`src/rtl/nes_pad_pkg.sv`:
```
// Shared types and button bit positions for the NES pad reader and the
// controller-port emulation.
package nes_pad_pkg;

  typedef enum logic [2:0] {
    IDLE,
    LATCH,
    LOW,
    HIGH,
    DONE
  } pad_state_t;

  localparam int BTN_A      = 7;
  localparam int BTN_B      = 6;
  localparam int BTN_SELECT = 5;
  localparam int BTN_START  = 4;
  localparam int BTN_UP     = 3;
  localparam int BTN_DOWN   = 2;
  localparam int BTN_LEFT   = 1;
  localparam int BTN_RIGHT  = 0;

endpackage

```
`src/rtl/pad_sync.sv`:
```
// Two-flop synchronizer for a single asynchronous input, with a selectable
// reset value.
module pad_sync #(
  parameter logic RESET_VAL = 1'b1
) (
  input  logic clk,
  input  logic reset,
  input  logic d,
  output logic q
);

  logic meta;

  always_ff @(posedge clk) begin
    if (reset) begin
      meta <= RESET_VAL;
      q    <= RESET_VAL;
    end else begin
      meta <= d;
      q    <= meta;
    end
  end

endmodule

```
`src/rtl/nes_pad_reader.sv`:
```
// Polls a 4021-based NES pad: latch pulse, 8 serial samples, parallel result.
// Optional macro NES_PAD_DPAD_FILTER_EN clears opposing d-pad pairs.
module nes_pad_reader
  import nes_pad_pkg::*;
#(
  parameter int POLL_CYCLES     = 833333,
  parameter int LATCH_CYCLES    = 600,
  parameter int HALF_BIT_CYCLES = 300
) (
  input  logic       clk,
  input  logic       reset,
  input  logic       pad_data,
  output logic       pad_latch,
  output logic       pad_clk,
  output logic [7:0] buttons,
  output logic       valid
);

  localparam int PW     = $clog2(POLL_CYCLES);
  localparam int PH_MAX = (LATCH_CYCLES > HALF_BIT_CYCLES) ? LATCH_CYCLES : HALF_BIT_CYCLES;
  localparam int PHW    = (PH_MAX > 2) ? $clog2(PH_MAX) : 1;

  localparam logic [PW-1:0]  POLL_LAST  = PW'(POLL_CYCLES - 1);
  localparam logic [PHW-1:0] LATCH_LAST = PHW'(LATCH_CYCLES - 1);
  localparam logic [PHW-1:0] HALF_LAST  = PHW'(HALF_BIT_CYCLES - 1);

  pad_state_t     state, next_state;
  logic [PW-1:0]  poll_cnt;
  logic [PHW-1:0] phase_cnt, phase_next;
  logic [2:0]     bit_cnt;
  logic [7:0]     shreg, filt;
  logic           data_s;
  logic           start, sample, finish;

  pad_sync #(.RESET_VAL(1'b1)) u_sync (
    .clk   (clk),
    .reset (reset),
    .d     (pad_data),
    .q     (data_s)
  );

  assign start = (poll_cnt == POLL_LAST);

  always_ff @(posedge clk) begin
    if (reset) state <= IDLE;
    else       state <= next_state;
  end

  always_comb begin
    next_state = state;
    phase_next = phase_cnt;
    sample     = 1'b0;
    finish     = 1'b0;
    case (state)
      IDLE: begin
        if (start) begin
          next_state = LATCH;
          phase_next = LATCH_LAST;
        end
      end
      LATCH: begin
        if (phase_cnt == '0) begin
          next_state = LOW;
          phase_next = HALF_LAST;
        end else begin
          phase_next = phase_cnt - PHW'(1);
        end
      end
      LOW: begin
        if (phase_cnt == '0) begin
          sample     = 1'b1;
          phase_next = HALF_LAST;
          // eighth sample ends the frame without a trailing clock pulse
          next_state = (bit_cnt == 3'd7) ? DONE : HIGH;
        end else begin
          phase_next = phase_cnt - PHW'(1);
        end
      end
      HIGH: begin
        if (phase_cnt == '0) begin
          next_state = LOW;
          phase_next = HALF_LAST;
        end else begin
          phase_next = phase_cnt - PHW'(1);
        end
      end
      DONE: begin
        finish     = 1'b1;
        next_state = IDLE;
      end
      default: next_state = IDLE;
    endcase
  end

`ifdef NES_PAD_DPAD_FILTER_EN
  always_comb begin
    filt = shreg;
    if (shreg[BTN_UP] && shreg[BTN_DOWN]) begin
      filt[BTN_UP]   = 1'b0;
      filt[BTN_DOWN] = 1'b0;
    end
    if (shreg[BTN_LEFT] && shreg[BTN_RIGHT]) begin
      filt[BTN_LEFT]  = 1'b0;
      filt[BTN_RIGHT] = 1'b0;
    end
  end
`else
  assign filt = shreg;
`endif

  always_ff @(posedge clk) begin
    if (reset) begin
      poll_cnt  <= '0;
      phase_cnt <= '0;
      bit_cnt   <= '0;
      shreg     <= '0;
      buttons   <= '0;
      valid     <= 1'b0;
      pad_latch <= 1'b0;
      pad_clk   <= 1'b0;
    end else begin
      poll_cnt  <= start ? '0 : poll_cnt + PW'(1);
      phase_cnt <= phase_next;
      // pin outputs follow the state they belong to, from its first cycle
      pad_latch <= (next_state == LATCH);
      pad_clk   <= (next_state == HIGH);
      valid     <= finish;
      if (sample) begin
        shreg   <= {shreg[6:0], ~data_s};
        bit_cnt <= bit_cnt + 3'd1;
      end
      if (finish) begin
        bit_cnt <= '0;
        buttons <= filt;
      end
    end
  end

endmodule

```
`config.mk`:
```
export PLATFORM = sky130hd
export DESIGN_NAME = nes_pad_reader
export DESIGN_NICKNAME = d
export VERILOG_FILES = /design/src/rtl/nes_pad_pkg.sv /design/src/rtl/pad_sync.sv /design/src/rtl/nes_pad_reader.sv
export SDC_FILE = /design/constraint.sdc
export NUM_CORES = 1
export LEC_CHECK = 0
export ABC_AREA = 1
export CORE_ASPECT_RATIO = 1.2
export CORE_MARGIN = 4
export CORE_UTILIZATION = 64
export DETAILED_ROUTE_END_ITERATION = 10
export GPL_ROUTABILITY_DRIVEN = 0
export PLACE_DENSITY = 0.84
export SLEW_MARGIN = 20
export SYNTH_ARGS = -nofsm -noshare
export SYNTH_HDL_FRONTEND = slang
export SYNTH_SLANG_ARGS = --single-unit
```
`constraint.sdc`:
```
create_clock -name clk -period 4.1 [get_ports clk]
set_clock_uncertainty 0.2 [all_clocks]
set_input_delay 0.82 -clock clk [delete_from_list [all_inputs] [get_ports clk]]
set_output_delay 0.82 -clock clk [all_outputs]
set_load 0.02 [all_outputs]
```
==> results.toml, run 1 <==
[critical_path]
path_cells = "clkdlybuf4s50_1 -> inv_1 -> nand2_1 -> nor3b_1"
r2r_cells = 7
cp_slowest_cell = "clkdlybuf4s50_1"
worstPathMaxFanout = 20
worstSetupStartpoint = "reset"
worst_r2r_startpoint = "phase_cnt[0]"
worst_ep_arrival_time_ns = 2.69
path_class = "primary input to flip-flop"
reg2reg_slack_ns = 2.07
worst-endpoint-required_ns = 4.15
cp_slowest_stage_delay_ns = 0.60
critPathCaptureType = "flip-flop"
r2r_end = "filt[2]"
start_kind = "primary input"
endpoint = "poll_cnt[14]"

[grt]
grt_pass1_vias = 2091
grt_max_degree = 23
grtUsageTotal_pct = 22.4
grt_pass1_wl_microns = 9090
antenna_found_initial = 0
grt_overflow = 0

[run]
cap_violations = 0

[timing]
slew-limit-headroom_pct = 52.9
finalSetupTns_ns = 0
fmax_mhz = 378
fin_crit_ns = 2.64
hold_violations = 0
worstMarginPinSlew_ns = 0.705
rsz0062_at_grt = "no"
slew_violations = 0
min_period_over_period_pct = 64.5
finalSetupViolCount = 0
layout_setup_ws_ns = 1.46

[yosys]
yosys-top-cells-count = "83 x nand2_1, 57 x dfxtp_1, 51 x inv_1, 50 x nor2_1, 32 x nand3_1"
synth_top_cell_area_share_pct = 42.5
async_flop_share_pct = 0
synth_top_family_by_area = "simple AND/OR/NAND/NOR gates"
synth.most_common_cell = "nand2_1"
synth-edff-count = 0
synth_seq_cells = 57
yosys.cell_types.count = 28
yosysTopAreaCell = "dfxtp_1"
ys_seq_area_share_pct = 42.5
syn_area_sq_um = 2690
syn_inst = 378
ys_warn_count = 0
ys.flop_type = "dfxtp_1"
synth_xor_area_share_pct = 3.59
synth-compound-area-share_pct = 8.85
synth_area_leaders = "dfxtp_1 42%, nand2_1 12%, inv_1 7.1%"
yosys.area_share.simple_pct = 34.0
syn-num-nets = 386
synth_adder_area_share_pct = 2.33
synthMuxAreaShare_pct = 0
syn_area_per_cell_sq_um = 7.10

[cts]
cts_hold_buffers = 0
clock_sinks = 57
tritoncts = "yes"
cts_htree_levels = 3
numCtsBuffers = 9
ctsLongestPathBuffers = 2
post_cts_resized = 0
cts-root-buf = "clkbuf_8"
path_clk_slew_ns = 0.07
post_cts_buffers = 0
clkLatencyLatePin_ns = 0.33

[power]
clockPowerShare_pct = 48.1
swShare_pct = 20.4
p_per_area_nw_per_um2 = 368
leakage_nw = 1.27
seq_power_share_pct = 49.8
ir_drop_mv = 0.303
p_comb_share_pct = 2.1
p_int_mw = 0.895
switchingPower_mw = 0.229

[floorplan]
rows = 25
core_sq_um = 4000
boundaryPins = 14
die_area_sq_um = 5300
die_w_microns = 67.1
initial_core_util_pct = 67.1
die_h_microns = 79.0

[finish]
layout.nets = 402
multi_input_area_sq_um = 1310
area_growth_pct = 13.7
register_area_sq_um = 1140
n_antenna_cell = 0
fillers = 323
drive_gt1_share_pct = 9.02

[outcome]
status = "finished, final reports clean"

[routing]
viasPerCell = 5.19
num_vias = 2350
ant_nets = 0
routed_wl_microns = 5230
drc = 0
first_pass_iters = 4
first_iter_violations = 115
wl_per_cell_microns = 11.5

[worst_hold_path]
hold_path_startpoint = "u_sync.meta"
hold_class = "flip-flop to flip-flop"

[placed_design]
place_ws_ns = 1.10
dpl.hpwl_microns = 3800
port_buffers = 13
[power by group through the flow]
stage / logic (mW) / registers, mW / clock network [mW]
floorplan: 0.0180 / 0.572 / 0
global placement: 0.0228 / 0.572 / 0
detailed placement: 0.0234 / 0.572 / 0
CTS: 0.0236 / 0.560 / 0.551
global route: 0.0268 / 0.560 / 0.572
finish: 0.0233 / 0.560 / 0.541
[state kept, by name, summed over array words and instances (netlist names), 3 cells and up]
register   count
bit_cnt        3
filt           8
phase_cnt     10
state          3
buttons        8
poll_cnt      20
[metrics by stage]
stage                     hold WS (ns)  power, mW  util (%)  instances  area [sq um]
final                            0.218       1.12      76.3        453          3050
after detailed placement         0.202      0.596      71.1        437          2850
after CTS                        0.222       1.13      76.3        453          3050
after floorplan                  0.189      0.590         -        378          2690
after global routing             0.239       1.16      76.3        453          3050
after global placement           0.203      0.595      71.1        437          2850
[per-layer routing]
metal / GRT usage, % / routed length (microns) / up-vias
met3: 4.67 / 210 / 10
li1: - / - / 1219
met2: 38.2 / 2600 / 50
met5: 0 / 0 / -
met4: 11.0 / 93 / 0
met1: 26.2 / 2320 / 1071
[cell families (layout without fill, tap and decap cells)]
logic type	after synthesis	count (layout)
and+or+nand+nor	198	198
DFF	57	57
buffers and inverters	61	82
xor gates and xnor gates	11	11
AOI/OAI and AO/OA	46	46
adders and majority gates	5	5
[final cells by class]
type                       instances  area share, %
sequential                        57           37.4
clock inverter                     2           1.15
clock buffer                      14           5.65
timing repair buffer              13           4.26
tap                               54           2.21
inverter                          53           6.51
multi-input combinational        260           42.9
[worst max-delay path, delay by kind of cell]
kind	cells	cell delay (ns)
buffers and inverters	2	1.03
and+or+nand+nor	2	0.83
[cells in the final DEF (no fill, tap or decap), drive strengths merged]
cell type      Yosys  routed
a21oi             24      24
and3               1       1
bufinv             0       1
clkbuf             3      14
clkdlybuf4s50      0      13
clkinv             0       1
dfxtp             57      57
ha                 5       5
inv               53      53
nand2             89      89
nand3             35      35
nand3b             1       1
nand4              6       6
nor2              56      56
nor3               5       5
nor3b              1       1
o21ai             22      22
or2                4       4
xnor2              5       5
xor2               6       6
[how the worst min path moves through the flow]
stage | to | cells past startpoint
global placement | u_sync.q | 1
global route | u_sync.q | 1
detailed placement | u_sync.q | 1
finish | u_sync.q | 1
floorplan | u_sync.q | 1
CTS | u_sync.q | 1
Power figures use the tool's default switching activity.
==> run 2, diff against run 1 <==
--- a/config.mk
+++ b/config.mk
@@ -8,10 +8,10 @@
 export ABC_AREA = 1
 export CORE_ASPECT_RATIO = 1.2
 export CORE_MARGIN = 4
-export CORE_UTILIZATION = 64
+export CORE_UTILIZATION = 53
 export DETAILED_ROUTE_END_ITERATION = 10
 export GPL_ROUTABILITY_DRIVEN = 0
-export PLACE_DENSITY = 0.84
+export PLACE_DENSITY = 0.75
 export SLEW_MARGIN = 20
 export SYNTH_ARGS = -nofsm -noshare
 export SYNTH_HDL_FRONTEND = slang
==> constraint.sdc (replaced) <==
create_clock -name clk -period 2.3 [get_ports clk]
set_clock_uncertainty 0.2 [all_clocks]
set_input_delay 0.46 -clock clk [delete_from_list [all_inputs] [get_ports clk]]
set_output_delay 0.46 -clock clk [all_outputs]
set_load 0.02 [all_outputs]
==> run 2 against run 1 <==
Critical endpoint is now filt[2]. Routed wire length shrank 1.3%. Hold slack lost 0.0095 ns. Die area grew 18%. Global-route usage shrank 3.5 points. Clock power grew 54%. Largest cell class unchanged.
==> results.toml, run 2 (same netlist as run 1, synthesis figures left out) <==
[routing]
ant_nets = 0
wl_per_cell_microns = 11.1
routed_wl_microns = 5160
viasPerCell = 4.95
num_vias = 2295
drc = 0
first_pass_iters = 4
first_iter_violations = 84

[critical_path]
path_cells = "inv_1 -> ha_1 -> nand3_2 -> nor2_4 -> nand3_2 -> o21ai_0 -> a21oi_1"
path_class = "flip-flop to flip-flop"
worst-endpoint-required_ns = 2.32
worst_path_most_repeated_cell = "nand3_2"
start_kind = "flip-flop"
worstSetupStartpoint = "phase_cnt[0]"
cp_slowest_stage_delay_ns = 0.33
worst_ep_arrival_time_ns = 2.06
cp_slowest_cell = "nand3_2"
worst_r2r_startpoint = "phase_cnt[0]"
critPathCaptureType = "flip-flop"
worstPathMaxFanout = 22

[finish]
largest_reg_flops = 20
n_antenna_cell = 0
layout.nets = 407
mostFrequentLayoutCells = "83 x nand2_1, 57 x dfxtp_1, 51 x inv_1, 50 x nor2_1, 32 x nand3_1"
area_growth_pct = 14.3
drive_gt1_share_pct = 10.6
final_common_cell = "nand2_1"
top_register = "poll_cnt"
reg_top3 = "poll_cnt (20), phase_cnt (10)"
final_cells = 464

[cts]
clkLatencyLatePin_ns = 0.34
path_clk_slew_ns = 0.07
cts_htree_levels = 3
ctsLongestPathBuffers = 2
post_cts_resized = 0
cts_hold_buffers = 0
tritoncts = "yes"
post_cts_buffers = 0
numCtsBuffers = 9
cts-root-buf = "clkbuf_8"
clock_sinks = 57

[power]
ir_drop_mv = 0.439
leakage_nw = 1.27
p_per_area_nw_per_um2 = 611
p_comb_share_pct = 2.5
p_int_mw = 1.41
swShare_pct = 25.0
seq_power_share_pct = 53.2
switchingPower_mw = 0.468
total_power_mw = 1.87
clockPowerShare_pct = 44.3

[timing]
fmax_mhz = 491
holdWs_ns = 0.208
finalSetupViolCount = 0
fin_crit_ns = 2.04
slew_violations = 0
min_period_over_period_pct = 88.5
hold_violations = 0
finalSetupTns_ns = 0
rsz0062_at_grt = "no"
slew-limit-headroom_pct = 73.9
worstMarginPinSlew_ns = 0.390

[grt]
antenna_found_initial = 0
grtUsageTotal_pct = 19.0
grt_pass1_vias = 2189
grt_overflow = 0
grt_pass1_wl_microns = 9320
grt_max_degree = 23

[floorplan]
rows = 28
die_area_sq_um = 6270
boundaryPins = 14
die_h_microns = 86.0
initial_core_util_pct = 54.7
core_sq_um = 4900
die_w_microns = 73.0

[placed_design]
dpl.cell_count = 448
dpl.hpwl_microns = 3810
port_buffers = 13

[run]
cap_violations = 0

[worst_hold_path]
hold_class = "flip-flop to flip-flop"
hold_path_startpoint = "u_sync.meta"

[outcome]
status = "finished, final reports clean"
-- run 2: final timing paths --
kind	to	slack, ns	depth (start not counted)
max	filt[2]	0.26	7
min	u_sync.q	0.21	1
max reg2reg	filt[2]	0.26	7
min reg2reg	u_sync.q	0.21	1
-- run 2: final cells by class --
class / count / area, sq um
sequential: 57 / 1140
timing repair buffer: 18 / 168
fill: 454 / 1840
clock inverter: 7 / 53.8
inverter: 53 / 199
clock buffer: 9 / 124
multi-input combinational: 260 / 1310
tap: 60 / 75.1
-- run 2: power groups by stage --
stage / registers, mW / logic, mW / clock network (mW)
2_1_floorplan: 1.02 / 0.0321 / 0
3_3_place_gp: 1.02 / 0.0456 / 0
3_5_place_dp: 1.02 / 0.0475 / 0
4_1_cts: 0.997 / 0.0478 / 0.855
5_1_grt: 0.997 / 0.0537 / 0.898
6_report: 0.997 / 0.0466 / 0.831
-- run 2: routing by layer --
layer | GRT usage, % | routed length, microns | up-vias | share of wire (%)
met5 | 0 | 0 | - | 0
li1 | - | - | 1234 | -
met4 | 8.05 | 114 | 0 | 2.2
met3 | 6.45 | 214 | 12 | 4.1
met1 | 22.5 | 2330 | 1015 | 45
met2 | 31.0 | 2500 | 34 | 48
-- run 2: per-stage QoR --
step	instance area, sq um	worst slack (ns)	utilization (%)
2_1_floorplan	2690	0.631	-
3_3_place_gp	2890	0.315	59.0
3_5_place_dp	2890	0.257	59.0
4_1_cts	3070	0.251	62.6
5_1_grt	3070	0.0267	62.6
6_report	3070	0.263	62.6
-- run 2: critical path, delay by kind of cell (launching register included) --
kind	cells	cell delay (ns)
adder cells (fa/ha/maj)	1	0.25
AND/OR/NAND/NOR	3	0.68
AO/OA/AOI/OAI	2	0.36
buffers and inverters	1	0.13
flip-flops	1	0.31
==> run 3, diff against run 2 <==
--- a/config.mk
+++ b/config.mk
@@ -8,10 +8,11 @@
 export ABC_AREA = 1
 export CORE_ASPECT_RATIO = 1.2
 export CORE_MARGIN = 4
-export CORE_UTILIZATION = 53
+export CORE_UTILIZATION = 59
 export DETAILED_ROUTE_END_ITERATION = 10
 export GPL_ROUTABILITY_DRIVEN = 0
-export PLACE_DENSITY = 0.75
+export PLACE_DENSITY = 0.79
+export SETUP_SLACK_MARGIN = 0.05
 export SLEW_MARGIN = 20
 export SYNTH_ARGS = -nofsm -noshare
 export SYNTH_HDL_FRONTEND = slang
==> constraint.sdc (replaced) <==
create_clock -name clk -period 2.2 [get_ports clk]
set_clock_uncertainty 0.2 [all_clocks]
set_input_delay 0.44 -clock clk [delete_from_list [all_inputs] [get_ports clk]]
set_output_delay 0.44 -clock clk [all_outputs]
set_load 0.02 [all_outputs]
==> run 3 against run 2 <==
First-iteration DRC count rose by 43%. Non-clock buffer count did not move. Utilization rose by 8.3 points. Sequential power rose by 4%. Sequential share of layout area barely moved. Critical endpoint is now buttons[7].
==> results.toml, run 3 (same netlist as run 1, synthesis figures left out) <==
[critical_path]
r2r_cells = 7
cp_slowest_stage_delay_ns = 0.62
path_class = "flip-flop to output port"
worst_ep_arrival_time_ns = 1.29
worst_r2r_startpoint = "phase_cnt[0]"
worst-endpoint-required_ns = 1.56
path_cells = "clkdlybuf4s50_1"
crit_family = "buffers and inverters"
critPathCaptureType = "output port"
worstPathMaxFanout = 2
cp_slowest_cell = "clkdlybuf4s50_1"
reg2reg_slack_ns = 0.34
start_kind = "flip-flop"
crit_buf_inv = 1
r2r_end = "filt[7]"

[cts]
numCtsBuffers = 9
ctsLongestPathBuffers = 2
post_cts_buffers = 0
cts_hold_buffers = 0
cts-root-buf = "clkbuf_8"
tritoncts = "yes"
clock_sinks = 57
clkLatencyLatePin_ns = 0.34
cts_htree_levels = 3
path_clk_slew_ns = 0.07

[placed_design]
dpl.hpwl_microns = 3800
dpl.cell_count = 444
port_buffers = 13
place_ws_ns = 0.220
placed_area_sq_um = 2890

[grt]
grt_pass1_vias = 2156
grt_pass1_wl_microns = 9090
grtUsageTotal_pct = 20.4
antenna_found_initial = 0
grt_max_degree = 23
grt_overflow = 0

[timing]
hold_violations = 0
layout_setup_ws_ns = 0.274
finalSetupTns_ns = 0
min_period_over_period_pct = 87.6
slew-limit-headroom_pct = 68.0
fmax_mhz = 519
fin_crit_ns = 1.93
rsz0062_at_grt = "no"
slew_violations = 0
finalSetupViolCount = 0
worstMarginPinSlew_ns = 0.477

[floorplan]
initial_core_util_pct = 62.1
core_sq_um = 4330
die_area_sq_um = 5700
die_h_microns = 81.9
rows = 26
boundaryPins = 14
die_w_microns = 69.6

[routing]
drc = 0
first_pass_iters = 4
viasPerCell = 5.06
ant_nets = 0
routed_wl_microns = 5170
first_iter_violations = 120
wl_per_cell_microns = 11.2
num_vias = 2329

[power]
total_power_mw = 1.94
ir_drop_mv = 0.505
leakage_nw = 1.27
p_per_area_nw_per_um2 = 631

[finish]
postLayoutCellArea_sq_um = 3070
layout.nets = 407
top_register = "poll_cnt"
final_common_cell = "nand2_1"
mostFrequentLayoutCells = "83 x nand2_1, 57 x dfxtp_1, 51 x inv_1, 50 x nor2_1, 32 x nand3_1"
drive_gt1_share_pct = 10.4
final_cells = 460
area_growth_pct = 14.2
reg_top3 = "poll_cnt (20), phase_cnt (10)"
largest_reg_flops = 20
n_antenna_cell = 0

[worst_hold_path]
hold_class = "flip-flop to flip-flop"
worstHoldPathCells = 1
hold_path_startpoint = "u_sync.meta"
whs_endpoint = "u_sync.q"

[outcome]
status = "finished, final reports clean"

[run]
cap_violations = 0
-- run 3: worst max path at each step --
stage	start	endpoint	slack, ns	cells past startpoint
floorplan	phase_cnt[0]	bit_cnt[0]	0.53	8
detailed placement	phase_cnt[0]	filt[7]	0.22	7
CTS	phase_cnt[0]	filt[7]	0.20	7
global placement	phase_cnt[0]	filt[3]	0.30	7
finish	buttons[7]	buttons[7]	0.27	1
global route	phase_cnt[0]	filt[7]	0.18	7
-- run 3: stage by stage --
step,util [%],hold slack [ns]
after floorplan,-,0.189
after global placement,66.7,0.191
after detailed placement,66.7,0.210
after CTS,70.7,0.220
after global routing,70.9,0.230
final,70.9,0.213
-- run 3: layout make-up --
type                    instances  area, sq um
inverters                      53          199
well taps                      56         70.1
clock inverters                 6         45.0
repair buffers                 18          168
clock buffers                  10          128
flip-flops and latches         57         1140
fillers                       372         1260
multi-input cells             260         1320
-- run 3: power by group --
group          total, mW  internal [mW]  switching [mW]  leakage (nW)
Combinational     0.0505         0.0193          0.0312         0.732
Clock              0.842          0.409           0.434        0.0785
Sequential          1.04           1.04         0.00517         0.460
-- run 3: routing by layer --
layer	vias up	wire [microns]	GRT usage [%]
li1	1232	-	-
met1	1050	2430	22.0
met2	34	2470	36.0
met3	13	164	6.12
met4	0	114	11.5
met5	-	0	0
-- run 3: repair_timing --
item / 4_1_cts / 5_1_grt
resized for setup: 0 / 1
endpoints found under the hold margin: 0 / 0
endpoints found under the setup margin: 0 / 2
